### config.mk
export PLATFORM = sky130hd
export DESIGN_NAME = moore_stim_sequencer_flat
export DESIGN_NICKNAME = d
export VERILOG_FILES = /design/src/rtl/moore_stim_sequencer_if.sv /design/src/rtl/moore_stim_sequencer.sv /design/src/flat_wrapper.sv
export SDC_FILE = /design/constraint.sdc
export NUM_CORES = 1
export LEC_CHECK = 0
export ABC_AREA = 1
export ABC_CLOCK_PERIOD_IN_PS = 3430
export CAP_MARGIN = 20
export CORE_MARGIN = 10
export CORE_UTILIZATION = 35
export DETAILED_ROUTE_END_ITERATION = 10
export MAX_ROUTING_LAYER = met4
export SKIP_CTS_REPAIR_TIMING = 1
export SYNTH_ARGS = -nofsm -noshare
export SYNTH_HDL_FRONTEND = slang
export SYNTH_SLANG_ARGS = --single-unit
### constraint.sdc
create_clock -name clk -period 3.43 [get_ports clk]
set_input_delay 0.686 -clock clk [delete_from_list [all_inputs] [get_ports clk]]
set_output_delay 0.686 -clock clk [all_outputs]
set_load 0.1 [all_outputs]
### src/rtl/moore_stim_sequencer_if.sv
// -----------------------------------------------------------------------------
// moore_stim_sequencer_if
// Bundles every non-clock, non-reset signal of the stimulus sequencer.
//   Host side    : wr_en/wr_addr/wr_data (script load), num_steps/start (run
//                  request), busy/done (run status), err_count/err_flag/
//                  first_err (run results).
//   Machine side : dut_reset, I, S driven to the Moore machine under test;
//                  Q_1, Q_0 returned from it.
// The master modport is the environment (host plus Moore machine), the slave
// modport is the sequencer itself.
// -----------------------------------------------------------------------------
interface moore_stim_sequencer_if #(
    parameter int ADDR_W = 4
);
    logic              wr_en;
    logic [ADDR_W-1:0] wr_addr;
    logic [3:0]        wr_data;
    logic [ADDR_W:0]   num_steps;
    logic              start;
    logic              busy;
    logic              done;
    logic              dut_reset;
    logic              I;
    logic              S;
    logic              Q_1;
    logic              Q_0;
    logic [ADDR_W:0]   err_count;
    logic              err_flag;
    logic [ADDR_W-1:0] first_err;

    modport master (
        output wr_en, wr_addr, wr_data, num_steps, start, Q_1, Q_0,
        input  busy, done, dut_reset, I, S, err_count, err_flag, first_err
    );

    modport slave (
        input  wr_en, wr_addr, wr_data, num_steps, start, Q_1, Q_0,
        output busy, done, dut_reset, I, S, err_count, err_flag, first_err
    );
endinterface

### src/rtl/moore_stim_sequencer.sv
// -----------------------------------------------------------------------------
// moore_stim_sequencer
// Programmable stimulus/check sequencer for a two-input Moore machine.
// A script of DEPTH entries {I, S, expQ_1, expQ_0} is loaded while idle. On
// start the Moore machine is reset for one cycle, then each step drives (I, S)
// for HOLD_CYCLES cycles and compares {Q_1, Q_0} on the last hold cycle.
// Ports:
//   clk  : rising-edge clock
//   rst  : synchronous active-high reset (script RAM is not cleared)
//   bus  : slave modport of moore_stim_sequencer_if (script load, run
//          control, results, Moore machine stimulus/response)
// All outputs are registered.
// -----------------------------------------------------------------------------
module moore_stim_sequencer #(
    parameter int DEPTH       = 16,
    parameter int ADDR_W      = 4,
    parameter int HOLD_CYCLES = 4
) (
    input  logic                  clk,
    input  logic                  rst,
    moore_stim_sequencer_if.slave bus
);

    typedef enum logic [1:0] {
        IDLE,
        RST_DUT,
        APPLY,
        DONE
    } state_t;

    localparam logic [ADDR_W:0] DEPTH_W  = (ADDR_W+1)'(DEPTH);
    localparam logic [7:0]      HOLD_END = 8'(HOLD_CYCLES - 1);

    logic [3:0] ram [DEPTH];

    state_t            state_q, state_n;
    logic [ADDR_W-1:0] step_q, step_n;
    logic [7:0]        hold_q, hold_n;
    logic [ADDR_W:0]   steps_q, steps_n;
    logic [ADDR_W:0]   err_count_q, err_count_n;
    logic              err_flag_q, err_flag_n;
    logic [ADDR_W-1:0] first_err_q, first_err_n;
    logic              busy_q, busy_n;
    logic              done_q, done_n;
    logic              dut_reset_q, dut_reset_n;
    logic              i_q, i_n;
    logic              s_q, s_n;

    logic [ADDR_W-1:0] step_plus;
    logic [ADDR_W:0]   steps_clamped;
    logic [3:0]        cur_entry;
    logic [3:0]        next_entry;
    logic [3:0]        first_entry;
    logic              last_step;

    assign step_plus     = step_q + ADDR_W'(1);
    assign steps_clamped = (bus.num_steps > DEPTH_W) ? DEPTH_W : bus.num_steps;
    assign cur_entry     = ram[step_q];
    assign next_entry    = ram[step_plus];
    assign first_entry   = ram[ADDR_W'(0)];
    assign last_step     = ((ADDR_W+1)'(step_q) + (ADDR_W+1)'(1)) == steps_q;

    // Script RAM: only writable while idle so a running script cannot change
    // under the sequencer. Deliberately not reset so a script survives Reset.
    always_ff @(posedge clk) begin
        if (bus.wr_en && (state_q == IDLE)) begin
            ram[bus.wr_addr] <= bus.wr_data;
        end
    end

    // Next-state and next-output logic. Outputs are computed one cycle ahead
    // and registered, so each branch sets what the following cycle must show.
    always_comb begin
        state_n     = state_q;
        step_n      = step_q;
        hold_n      = hold_q;
        steps_n     = steps_q;
        err_count_n = err_count_q;
        err_flag_n  = err_flag_q;
        first_err_n = first_err_q;
        busy_n      = busy_q;
        done_n      = 1'b0;
        dut_reset_n = 1'b0;
        i_n         = i_q;
        s_n         = s_q;

        unique case (state_q)
            IDLE: begin
                busy_n = 1'b0;
                i_n    = 1'b0;
                s_n    = 1'b0;
                if (bus.start) begin
                    state_n     = RST_DUT;
                    steps_n     = steps_clamped;
                    err_count_n = '0;
                    err_flag_n  = 1'b0;
                    first_err_n = '0;
                    busy_n      = 1'b1;
                    dut_reset_n = 1'b1;
                end
            end

            RST_DUT: begin
                step_n = '0;
                hold_n = '0;
                if (steps_q == '0) begin
                    state_n = DONE;
                    done_n  = 1'b1;
                end else begin
                    state_n = APPLY;
                    i_n     = first_entry[3];
                    s_n     = first_entry[2];
                end
            end

            APPLY: begin
                if (hold_q == HOLD_END) begin
                    hold_n = '0;
                    if ({bus.Q_1, bus.Q_0} != cur_entry[1:0]) begin
                        // err_count saturates, so it never returns to zero
                        // and "no error yet" is simply err_count == 0.
                        if (err_count_q != '1) begin
                            err_count_n = err_count_q + (ADDR_W+1)'(1);
                        end
                        if (err_count_q == '0) begin
                            first_err_n = step_q;
                        end
                        err_flag_n = 1'b1;
                    end
                    if (last_step) begin
                        state_n = DONE;
                        done_n  = 1'b1;
                        i_n     = 1'b0;
                        s_n     = 1'b0;
                    end else begin
                        step_n = step_plus;
                        i_n    = next_entry[3];
                        s_n    = next_entry[2];
                    end
                end else begin
                    hold_n = hold_q + 8'd1;
                end
            end

            DONE: begin
                state_n = IDLE;
                busy_n  = 1'b0;
                i_n     = 1'b0;
                s_n     = 1'b0;
            end

            default: begin
                state_n = IDLE;
            end
        endcase
    end

    // State and output registers. Reset holds the Moore machine in reset and
    // aborts any run without a done pulse.
    always_ff @(posedge clk) begin
        if (rst) begin
            state_q     <= IDLE;
            step_q      <= '0;
            hold_q      <= '0;
            steps_q     <= '0;
            err_count_q <= '0;
            err_flag_q  <= 1'b0;
            first_err_q <= '0;
            busy_q      <= 1'b0;
            done_q      <= 1'b0;
            dut_reset_q <= 1'b1;
            i_q         <= 1'b0;
            s_q         <= 1'b0;
        end else begin
            state_q     <= state_n;
            step_q      <= step_n;
            hold_q      <= hold_n;
            steps_q     <= steps_n;
            err_count_q <= err_count_n;
            err_flag_q  <= err_flag_n;
            first_err_q <= first_err_n;
            busy_q      <= busy_n;
            done_q      <= done_n;
            dut_reset_q <= dut_reset_n;
            i_q         <= i_n;
            s_q         <= s_n;
        end
    end

    assign bus.busy      = busy_q;
    assign bus.done      = done_q;
    assign bus.dut_reset = dut_reset_q;
    assign bus.I         = i_q;
    assign bus.S         = s_q;
    assign bus.err_count = err_count_q;
    assign bus.err_flag  = err_flag_q;
    assign bus.first_err = first_err_q;

endmodule

### src/flat_wrapper.sv
// flat-port wrapper written by rule: the top's interface ports become plain ports
module moore_stim_sequencer_flat 
#(
    parameter int DEPTH       = 16,
    parameter int ADDR_W      = 4,
    parameter int HOLD_CYCLES = 4
)
  (clk, rst, bus_wr_en, bus_wr_addr, bus_wr_data, bus_num_steps, bus_start, bus_Q_1, bus_Q_0, bus_busy, bus_done, bus_dut_reset, bus_I, bus_S, bus_err_count, bus_err_flag, bus_first_err);
  moore_stim_sequencer_if #(.ADDR_W(ADDR_W)) bus_i ();
  input  logic clk;
  input  logic rst;
  input wire logic [$bits(bus_i.wr_en)-1:0] bus_wr_en;
  input wire logic [$bits(bus_i.wr_addr)-1:0] bus_wr_addr;
  input wire logic [$bits(bus_i.wr_data)-1:0] bus_wr_data;
  input wire logic [$bits(bus_i.num_steps)-1:0] bus_num_steps;
  input wire logic [$bits(bus_i.start)-1:0] bus_start;
  input wire logic [$bits(bus_i.Q_1)-1:0] bus_Q_1;
  input wire logic [$bits(bus_i.Q_0)-1:0] bus_Q_0;
  output wire logic [$bits(bus_i.busy)-1:0] bus_busy;
  output wire logic [$bits(bus_i.done)-1:0] bus_done;
  output wire logic [$bits(bus_i.dut_reset)-1:0] bus_dut_reset;
  output wire logic [$bits(bus_i.I)-1:0] bus_I;
  output wire logic [$bits(bus_i.S)-1:0] bus_S;
  output wire logic [$bits(bus_i.err_count)-1:0] bus_err_count;
  output wire logic [$bits(bus_i.err_flag)-1:0] bus_err_flag;
  output wire logic [$bits(bus_i.first_err)-1:0] bus_first_err;
  assign bus_i.wr_en = bus_wr_en;
  assign bus_i.wr_addr = bus_wr_addr;
  assign bus_i.wr_data = bus_wr_data;
  assign bus_i.num_steps = bus_num_steps;
  assign bus_i.start = bus_start;
  assign bus_i.Q_1 = bus_Q_1;
  assign bus_i.Q_0 = bus_Q_0;
  assign bus_busy = bus_i.busy;
  assign bus_done = bus_i.done;
  assign bus_dut_reset = bus_i.dut_reset;
  assign bus_I = bus_i.I;
  assign bus_S = bus_i.S;
  assign bus_err_count = bus_i.err_count;
  assign bus_err_flag = bus_i.err_flag;
  assign bus_first_err = bus_i.first_err;
  moore_stim_sequencer #(.DEPTH(DEPTH), .ADDR_W(ADDR_W), .HOLD_CYCLES(HOLD_CYCLES)) u_core (.clk(clk), .rst(rst), .bus(bus_i));
endmodule
==> results of run 1 <==
synth_stat cells (2+ instances only):
cell type    n  share of area [%]
inv_1       57                4.6
nor2_1      35                2.8
nand2_2      4               0.54
clkbuf_1     6               0.49
inv_2        2               0.16
buf_6        3               0.73
o21ai_0     13                1.4
a211oi_1     2               0.32
a21oi_1     28                3.0
edfxtp_1    64                 42
nor3_1      13                1.4
xor2_1       2               0.38
a21oi_2      2               0.38
buf_2        2               0.22
nand4_1      5               0.68
dfxtp_1     38                 16
o21ai_1      2               0.22
nor3b_1      2               0.32
nand3_1     73                7.9
buf_4        2               0.32
nand2_1    140                 11
ha_1         9                2.4
cell type report:
cell class | instances | area (um^2)
fill | 1263 | 7410
sequential | 102 | 2680
multi-input combinational | 340 | 1630
timing repair buffer | 35 | 333
inverter | 61 | 231
clock buffer | 9 | 225
tap | 172 | 215
clock inverter | 7 | 47.5
path summary, 6_finish.rpt:
path | startpoint | endpoint | depth (start not counted)
setup / recovery | u_core.bus.err_flag | bus_err_flag | 1
hold / removal | u_core.bus.S | u_core.bus.S | 2
hold reg to reg | u_core.bus.S | u_core.bus.S | 2
setup reg to reg | u_core.step_q[0] | u_core.state_q[1] | 10
registers in the layout, indices dropped and copies added (netlist names), named ones only:
register              count
u_core.steps_q            5
u_core.ram               64
u_core.bus.S              1
u_core.bus.I              1
u_core.bus.done           1
u_core.hold_q             8
u_core.bus.err_count      5
u_core.bus.err_flag       1
u_core.state_q            2
u_core.bus.first_err      4
u_core.bus.busy           1
u_core.step_q             4
u_core.bus.dut_reset      1
power groups by stage:
| stage | clock, uW | sequential, uW | combinational, uW |
|---|---|---|---|
| floorplan | 0 | 1840 | 431 |
| global placement | 0 | 1480 | 1030 |
| detailed placement | 0 | 1480 | 1050 |
| CTS | 977 | 1450 | 1050 |
| global route | 1030 | 1460 | 1140 |
| finish | 948 | 1450 | 1050 |
metal layers:
metal	track usage, %	part of all wire (%)	up-vias
li1	-	-	1793
met1	14.5	45	1703
met2	18.9	47	102
met3	3.60	6.9	15
met4	4.31	1.6	0
met5	-	0	-
through the flow:
step,cell area (um^2),hold WS [ns]
floorplan,4630,0.471
detailed placement,5090,0.457
finish,5360,0.465
global placement,5090,0.451
CTS,5360,0.467
global route,5360,0.490
logic make-up (layout without fill, tap and decap cells):
| group | Yosys count | in the layout | synth area share, % |
|---|---|---|---|
| compound gates | 52 | 52 | 6.19 |
| xor+xnor | 3 | 3 | 0.730 |
| fa+ha+maj | 9 | 9 | 2.43 |
| buf+inv | 75 | 112 | 6.84 |
| flops | 102 | 102 | 58.0 |
| simple gates | 276 | 276 | 25.8 |
cell usage in the layout, fill, tap and decap left out, drive strengths merged:
cell             n
clkinvlp         3
nor4             1
xor2             2
clkdlybuf4s50   28
a41oi            1
nor2            35
o211ai           1
xnor2            1
o21a             1
a211oi           2
a31oi            1
ha               9
clkbuf           9
a21oi           30
o41ai            1
buf              7
inv             62
dfxtp           38
and3             1
nand4            5
nor3            13
o21ai           15
nand3b           1
edfxtp          64
nor3b            2
nand3           74
nand2          144
clkinv           3
==> summary.txt, run 1 <==
DP Wirelength -> 7670 um
synthesized area -> 4630 um^2
placed cells -> 710
Req. time, crit path -> 2.74 ns
Critical-path top delay cell -> clkdlybuf4s50_1
Core Area -> 12800 um^2
mean number of vias per cell -> 4.98
r2r setup slk -> 0.99 ns
Mean Syn Cell Area -> 8.95 um^2
layout cells sized above 1 -> 5.78%
1st-iter DRT viols -> 232
Buf/Inv on CP -> 1
CTS H-tree lvls -> 3
Die Y-Extent -> 135 um
Synth Instances -> 517
Post-Syn Nets -> 545
Synth Register Bits -> 102
die width -> 135 um
Seq/Total Area, Yosys -> 58.0%
CTS Buf Count -> 9
Rel. slew slack -> 35.1%
PnR worst setup slack -> 0.894 ns
Clk pwr share -> 27.4%
Min-Delay Path Class -> register to register
Pins Over Slew Limit -> 0
initial antenna violation count -> 0
Top Ports -> 34
EDFF count, synth -> 64
critical path capture point type -> primary output
Post-Layout Cell Count -> 726
Final Hold Vio Count -> 0
Yosys warning total -> 0
clk_skew -> 0.00525 ns
prevailing post-synth register cell -> edfxtp_1
total number of vias -> 3613
Switch Pwr -> 1300 uW
run status -> finished, final reports clean
clk sinks -> 102
gpl congestion -> 0.847
f_max -> 0.394 GHz
Async S/R FF share, synth -> 0%
area grow syn2layout -> 15.9%
register share of total power -> 42.1%
Peak supply drop -> 0.000298 V
Antenna diodes -> 0
crit-path leading delay family -> buffers and inverters
slowest stage delay, CP -> 1.14 ns
pre-CTS WS -> 0.969 ns
P_leak -> 0.00207 uW
root buffer cell -> clkbuf_16
RSZ-0062 raised after global routing -> false
# port buffers -> 33
DRT Wirelength -> 10600 um
Starting Density -> 36.2%
CTS tree -> yes
drt pass-1 iters -> 5
detailed-route wire length per cell -> 14.6 um
first-pass GRT wire length -> 16900 um
# rows -> 41
switch share -> 37.5%
crit-path cells -> clkdlybuf4s50_1
Remaining DRCs -> 0
Pwr Density -> 644 nW/um^2
total track usage -> 12.1%
antenna viol nets, final -> 0
final core occ -> 42.0%
TNS Setup -> 0 ns
distinct cell type count after synthesis -> 35
Clock transition at path regs -> 0.07 ns
worst-skew pair later-pin latency -> 0.36 ns
WS Path Type -> register to primary output
CP arrival -> 1.85 ns
part of the cycle the worst path needs -> 73.9%
crit path max fanout -> 2
Comb power frac -> 30.4%
Pint -> 2160 uW
worst-margin pin slew -> 0.971 ns
number of global-route vias before repair -> 3351
DIE AREA -> 18200 um^2
Tmin final -> 2.54 ns
# setup viols final -> 0
max-cap viol count -> 0
largest net degree at the start of global routing -> 21
critical path startpoint category -> register
Power, Total -> 3450 uW
nets -> 577
gr ovfl total -> 0
Clock Path Buffers -> 2
Note: power is estimated with default switching activity, not from simulation.
==> run 2: changes to the inputs <==
ABC_CLOCK_PERIOD_IN_PS = 2500   (was 3430)
clock period = 2.5 ns   (was 3.43 ns; I/O delays follow)
==> run 2 against run 1 <==
  * Routed wire length up 3.1%
  * Clock-buffer cell count unchanged
  * Non-clock buffer count increased by 6
  * Combinational power rose by 35%
  * Via count down 0.33%
  * Clock skew about the same
  * Clock power rose by 40%
  * Design area up 0.58%
  * Register-to-register slack worse by 0.54 ns
  * Sequential share of layout area is 0.29 points lower
  * Die area is the same
  * Critical path type is now register to register
  * Highest routed layer unchanged
==> summary.txt, run 2 (same netlist as run 1, synthesis figures left out) <==
run status -> finished, final reports clean
most frequent cells in the layout -> 140 x nand2_1, 73 x nand3_1, 64 x edfxtp_1, 57 x inv_1, 38 x dfxtp_1
# port buffers -> 33
gpl congestion -> 0.839
worst-skew pair later-pin latency -> 0.35 ns
Tmin final -> 2.05 ns
clk sinks -> 102
gr ovfl total -> 0
pre-CTS WS -> 0.298 ns
Core Area -> 12800 um^2
top flop regs -> u_core.ram (64), u_core.hold_q (8)
root buffer cell -> clkbuf_16
Starting Density -> 36.2%
crit-path cells -> inv_1 > ha_1 > nand2_1 > nor3_1
CP arrival -> 2.03 ns
Met1 Wirelength -> 4840 um
DR WL met2 -> 5090 um
1st-iter DRT viols -> 310
final core occ -> 42.2%
critical path capture point type -> register
WL met3 -> 717 um
nets -> 583
CTS H-tree lvls -> 3
drt pass-1 iters -> 5
first-pass GRT wire length -> 17900 um
number of global-route vias before repair -> 3530
WS Path Type -> register to register
# rows -> 41
area grow syn2layout -> 16.6%
Die Y-Extent -> 135 um
total track usage -> 12.8%
Remaining DRCs -> 0
worst-margin pin slew -> 0.721 ns
largest net degree at the start of global routing -> 20
Max Used Layer -> met4
Min-Delay Path Class -> register to register
Clock transition at path regs -> 0.07 ns
CTS Buf Count -> 9
max-cap viol count -> 0
Pwr Density -> 879 nW/um^2
P_leak -> 0.00212 uW
most common cell after layout, fill and taps aside -> nand2_1
initial antenna violation count -> 1
Rel. slew slack -> 51.8%
detailed-route wire length per cell -> 14.9 um
Biggest register -> u_core.ram
antenna viol nets, final -> 0
PnR worst setup slack -> 0.447 ns
RSZ-0062 raised after global routing -> false
f_max -> 0.487 GHz
slowest stage delay, CP -> 0.65 ns
Final Hold Vio Count -> 0
Peak supply drop -> 0.000334 V
Largest register FFs -> 64
DP Wirelength -> 8000 um
mean number of vias per cell -> 4.92
DRT Wirelength -> 10900 um
TNS Setup -> 0 ns
total number of vias -> 3601
DIE AREA -> 18200 um^2
part of the cycle the worst path needs -> 82.1%
Top Ports -> 34
Clock Path Buffers -> 2
CTS tree -> yes
die width -> 135 um
critical path startpoint category -> register
layout cells sized above 1 -> 8.77%
# setup viols final -> 0
Critical-path top delay cell -> nor3_1
crit path max fanout -> 9
Req. time, crit path -> 2.48 ns
clk_skew -> 0.00553 ns
Pins Over Slew Limit -> 0
==> run 2: per-stage QoR <==
stage          std cells  power, uW  cell area (um^2)  hold WS [ns]
6_report             732       4740              5400         0.475
5_1_grt              732       5020              5400         0.501
4_1_cts              731       4770              5390         0.474
3_5_place_dp         716       3450              5110         0.463
3_3_place_gp         716       3440              5110         0.454
2_1_floorplan        517       3110              4630         0.471
==> run 2: routing by layer <==
metal	track usage, %	vias to the layer above
li1	-	1800
met1	15.1	1670
met2	19.8	112
met3	3.93	19
met4	5.68	0
met5	-	-
==> run 2: worst max-delay path, delay by kind of cell (launching register included) <==
family        cells  cell delay, ns
buf+inv           1            0.12
simple gates      2            0.90
fa+ha+maj         1            0.32
flops             1            0.34
==> run 2: layout make-up <==
class | count | area [um^2]
Antenna cell | 1 | 2.50
Inverter | 61 | 231
Fill cell | 1250 | 7380
Multi-Input combinational cell | 340 | 1630
Clock inverter | 6 | 56.3
Clock buffer | 9 | 225
Tap cell | 172 | 215
Sequential cell | 102 | 2680
Timing Repair Buffer | 41 | 353
==> run 2: final timing paths <==
path | start | endpoint | slack, ns | depth (start not counted)
setup / recovery | u_core.state_q[0] | u_core.ram[12][1] | 0.45 | 4
hold / removal | u_core.bus.I | u_core.bus.I | 0.47 | 2
setup reg to reg | u_core.state_q[0] | u_core.ram[12][1] | 0.45 | 4
hold reg to reg | u_core.bus.I | u_core.bus.I | 0.47 | 2
==> run 2: where the power goes <==
part	leakage (uW)	internal [uW]	switching [uW]
Clock	0.000136	689	639
Sequential	0.000887	1910	84.3
Combinational	0.00110	362	1060
==> run 3: changes to the inputs <==
ABC_CLOCK_PERIOD_IN_PS = 2070   (was 2500)
clock period = 2.07 ns   (was 2.5 ns; I/O delays follow)
==> run 3 against run 2 <==
  * Routed wire length down 10%
  * Setup slack lost 0.29 ns
  * Die area unchanged
  * Critical path depth rose by 6
  * Power is 23% higher
  * Combinational power increased by 26%
  * First-iteration DRC count fell by 24%
  * Clock skew is 0.0043 ns higher
  * Via count is 0.64% lower
  * Critical path type unchanged
  * Clock-buffer cell count unchanged
  * Register-to-register slack got worse by 0.29 ns
  * Clock power grew 21%
==> summary.txt, run 3 (same netlist as run 1, synthesis figures left out) <==
run status -> finished, final reports clean
Rel. slew slack -> 62.5%
Peak supply drop -> 0.000488 V
Pins Over Slew Limit -> 0
layout cells sized above 1 -> 12.3%
Hold WS -> 0.466 ns
Biggest register -> u_core.ram
most frequent cells in the layout -> 140 x nand2_1, 73 x nand3_1, 64 x edfxtp_1, 57 x inv_1, 39 x buf_4
CP arrival -> 2.15 ns
Clock Path Buffers -> 2
design area -> 5550 um^2
P_leak -> 0.00222 uW
register area -> 2690 um^2
slowest stage delay, CP -> 0.40 ns
Core Area -> 12800 um^2
Clk pwr share -> 27.7%
Min-Delay Path Class -> register to register
largest net degree at the start of global routing -> 20
DIE AREA -> 18200 um^2
Pwr Density -> 1050 nW/um^2
crit path max fanout -> 10
critical path startpoint category -> register
Top Ports -> 34
worst-margin pin slew -> 0.561 ns
CTS H-tree lvls -> 3
antenna viol nets, final -> 0
Critical-path top delay cell -> dfxtp_1
Pint -> 3640 uW
root buffer cell -> clkbuf_16
1st-iter DRT viols -> 236
Clock transition at path regs -> 0.07 ns
detailed-route wire length per cell -> 13.1 um
Req. time, crit path -> 2.31 ns
drt pass-1 iters -> 4
Die Y-Extent -> 135 um
critical path capture point type -> register
total track usage -> 11.2%
first-pass GRT wire length -> 15900 um
Starting Density -> 36.2%
placed cells -> 732
# rows -> 41
nets -> 599
max-cap viol count -> 0
WS Path Type -> register to register
clk sinks -> 102
crit-path cells -> inv_1 > ha_1 > inv_1 > nor2_1 > a21oi_1 > nand2_1 > a21oi_4 > nand3_1 > nand2_1 > nor2_1
gr ovfl total -> 0
gpl congestion -> 0.843
Largest register FFs -> 64
RSZ-0062 raised after global routing -> false
DRT Wirelength -> 9780 um
CTS Buf Count -> 9
Tmin final -> 1.91 ns
worst-skew pair later-pin latency -> 0.35 ns
f_max -> 0.523 GHz
Final Hold Vio Count -> 0
CTS tree -> yes
Antenna diodes -> 0
switch share -> 37.5%
clk_skew -> 0.00988 ns
# setup viols final -> 0
die width -> 135 um
number of global-route vias before repair -> 3345
part of the cycle the worst path needs -> 92.3%
most common cell after layout, fill and taps aside -> nand2_1
Power, Total -> 5820 uW
Post-Layout Cell Count -> 748
Filler cells -> 1224
initial antenna violation count -> 0
Comb power frac -> 30.8%
Remaining DRCs -> 0
register share of total power -> 41.5%
Switch Pwr -> 2180 uW
total number of vias -> 3578
TNS Setup -> 0 ns
DP Wirelength -> 7380 um
area of the multi-input gates -> 1660 um^2
top flop regs -> u_core.ram (64), u_core.hold_q (8)
# port buffers -> 33
area grow syn2layout -> 20.0%
mean number of vias per cell -> 4.78
area post-placement -> 5230 um^2
[run 3: cell types whose count changed in the layout (fill, tap and decap cells not counted), moves of 2 or more]
| cell | delta |
|---|---|
| nor3_2 | +2 |
| dfxtp_1 | -2 |
| clkinv_4 | -3 |
| nor3_1 | -2 |
| dfxtp_2 | +2 |
| buf_4 | +16 |
| inv_8 | -2 |
| inv_6 | +4 |
| a21oi_4 | +2 |
| a21oi_2 | -2 |
[run 3: area by class of cell]
class / count / area share [%]
Tap cell: 172 / 3.88
Multi-Input combinational cell: 340 / 29.9
Inverter: 61 / 4.17
Sequential cell: 102 / 48.4
Clock inverter: 7 / 1.15
Timing Repair Buffer: 57 / 8.52
Clock buffer: 9 / 4.06
[run 3: worst paths after layout]
check	slack, ns	cells past startpoint	end	from
max	0.16	10	u_core.bus.err_count[4]	u_core.state_q[0]
min	0.47	2	u_core.bus.busy	u_core.bus.busy
max reg2reg	0.16	10	u_core.bus.err_count[4]	u_core.state_q[0]
min reg2reg	0.47	2	u_core.bus.busy	u_core.bus.busy
[run 3: routing by layer]
| layer | global-route usage [%] | vias up | part of all wire [%] |
|---|---|---|---|
| met5 | - | - | 0 |
| met4 | 4.67 | 0 | 1.7 |
| met3 | 2.52 | 15 | 3.7 |
| met2 | 18.1 | 67 | 48 |
| met1 | 13.2 | 1657 | 47 |
| li1 | - | 1839 | - |
[run 3: worst max-delay path, delay by kind of cell, from the launching register on]
| kind | cells | cell delay (ns) |
|---|---|---|
| AO/OA/AOI/OAI | 2 | 0.40 |
| flip-flops | 1 | 0.40 |
| adder cells (fa/ha/maj) | 1 | 0.31 |
| AND/OR/NAND/NOR | 5 | 0.46 |
| buffers and inverters | 2 | 0.24 |
[run 3: power by group through the flow]
stage / clock network [uW] / logic [uW] / registers (uW)
2_1_floorplan: 0 / 713 / 3050
3_3_place_gp: 0 / 1740 / 2460
3_5_place_dp: 0 / 1760 / 2460
4_1_cts: 1650 / 1760 / 2410
5_1_grt: 1750 / 1970 / 2430
6_report: 1610 / 1790 / 2420
[run 3: metrics by stage]
stage	setup slack, ns	util [%]
after floorplan	0.188	-
after global placement	0.171	41.0
after detailed placement	0.124	41.0
after CTS	0.121	43.2
after global routing	0.00838	43.5
final	0.159	43.5
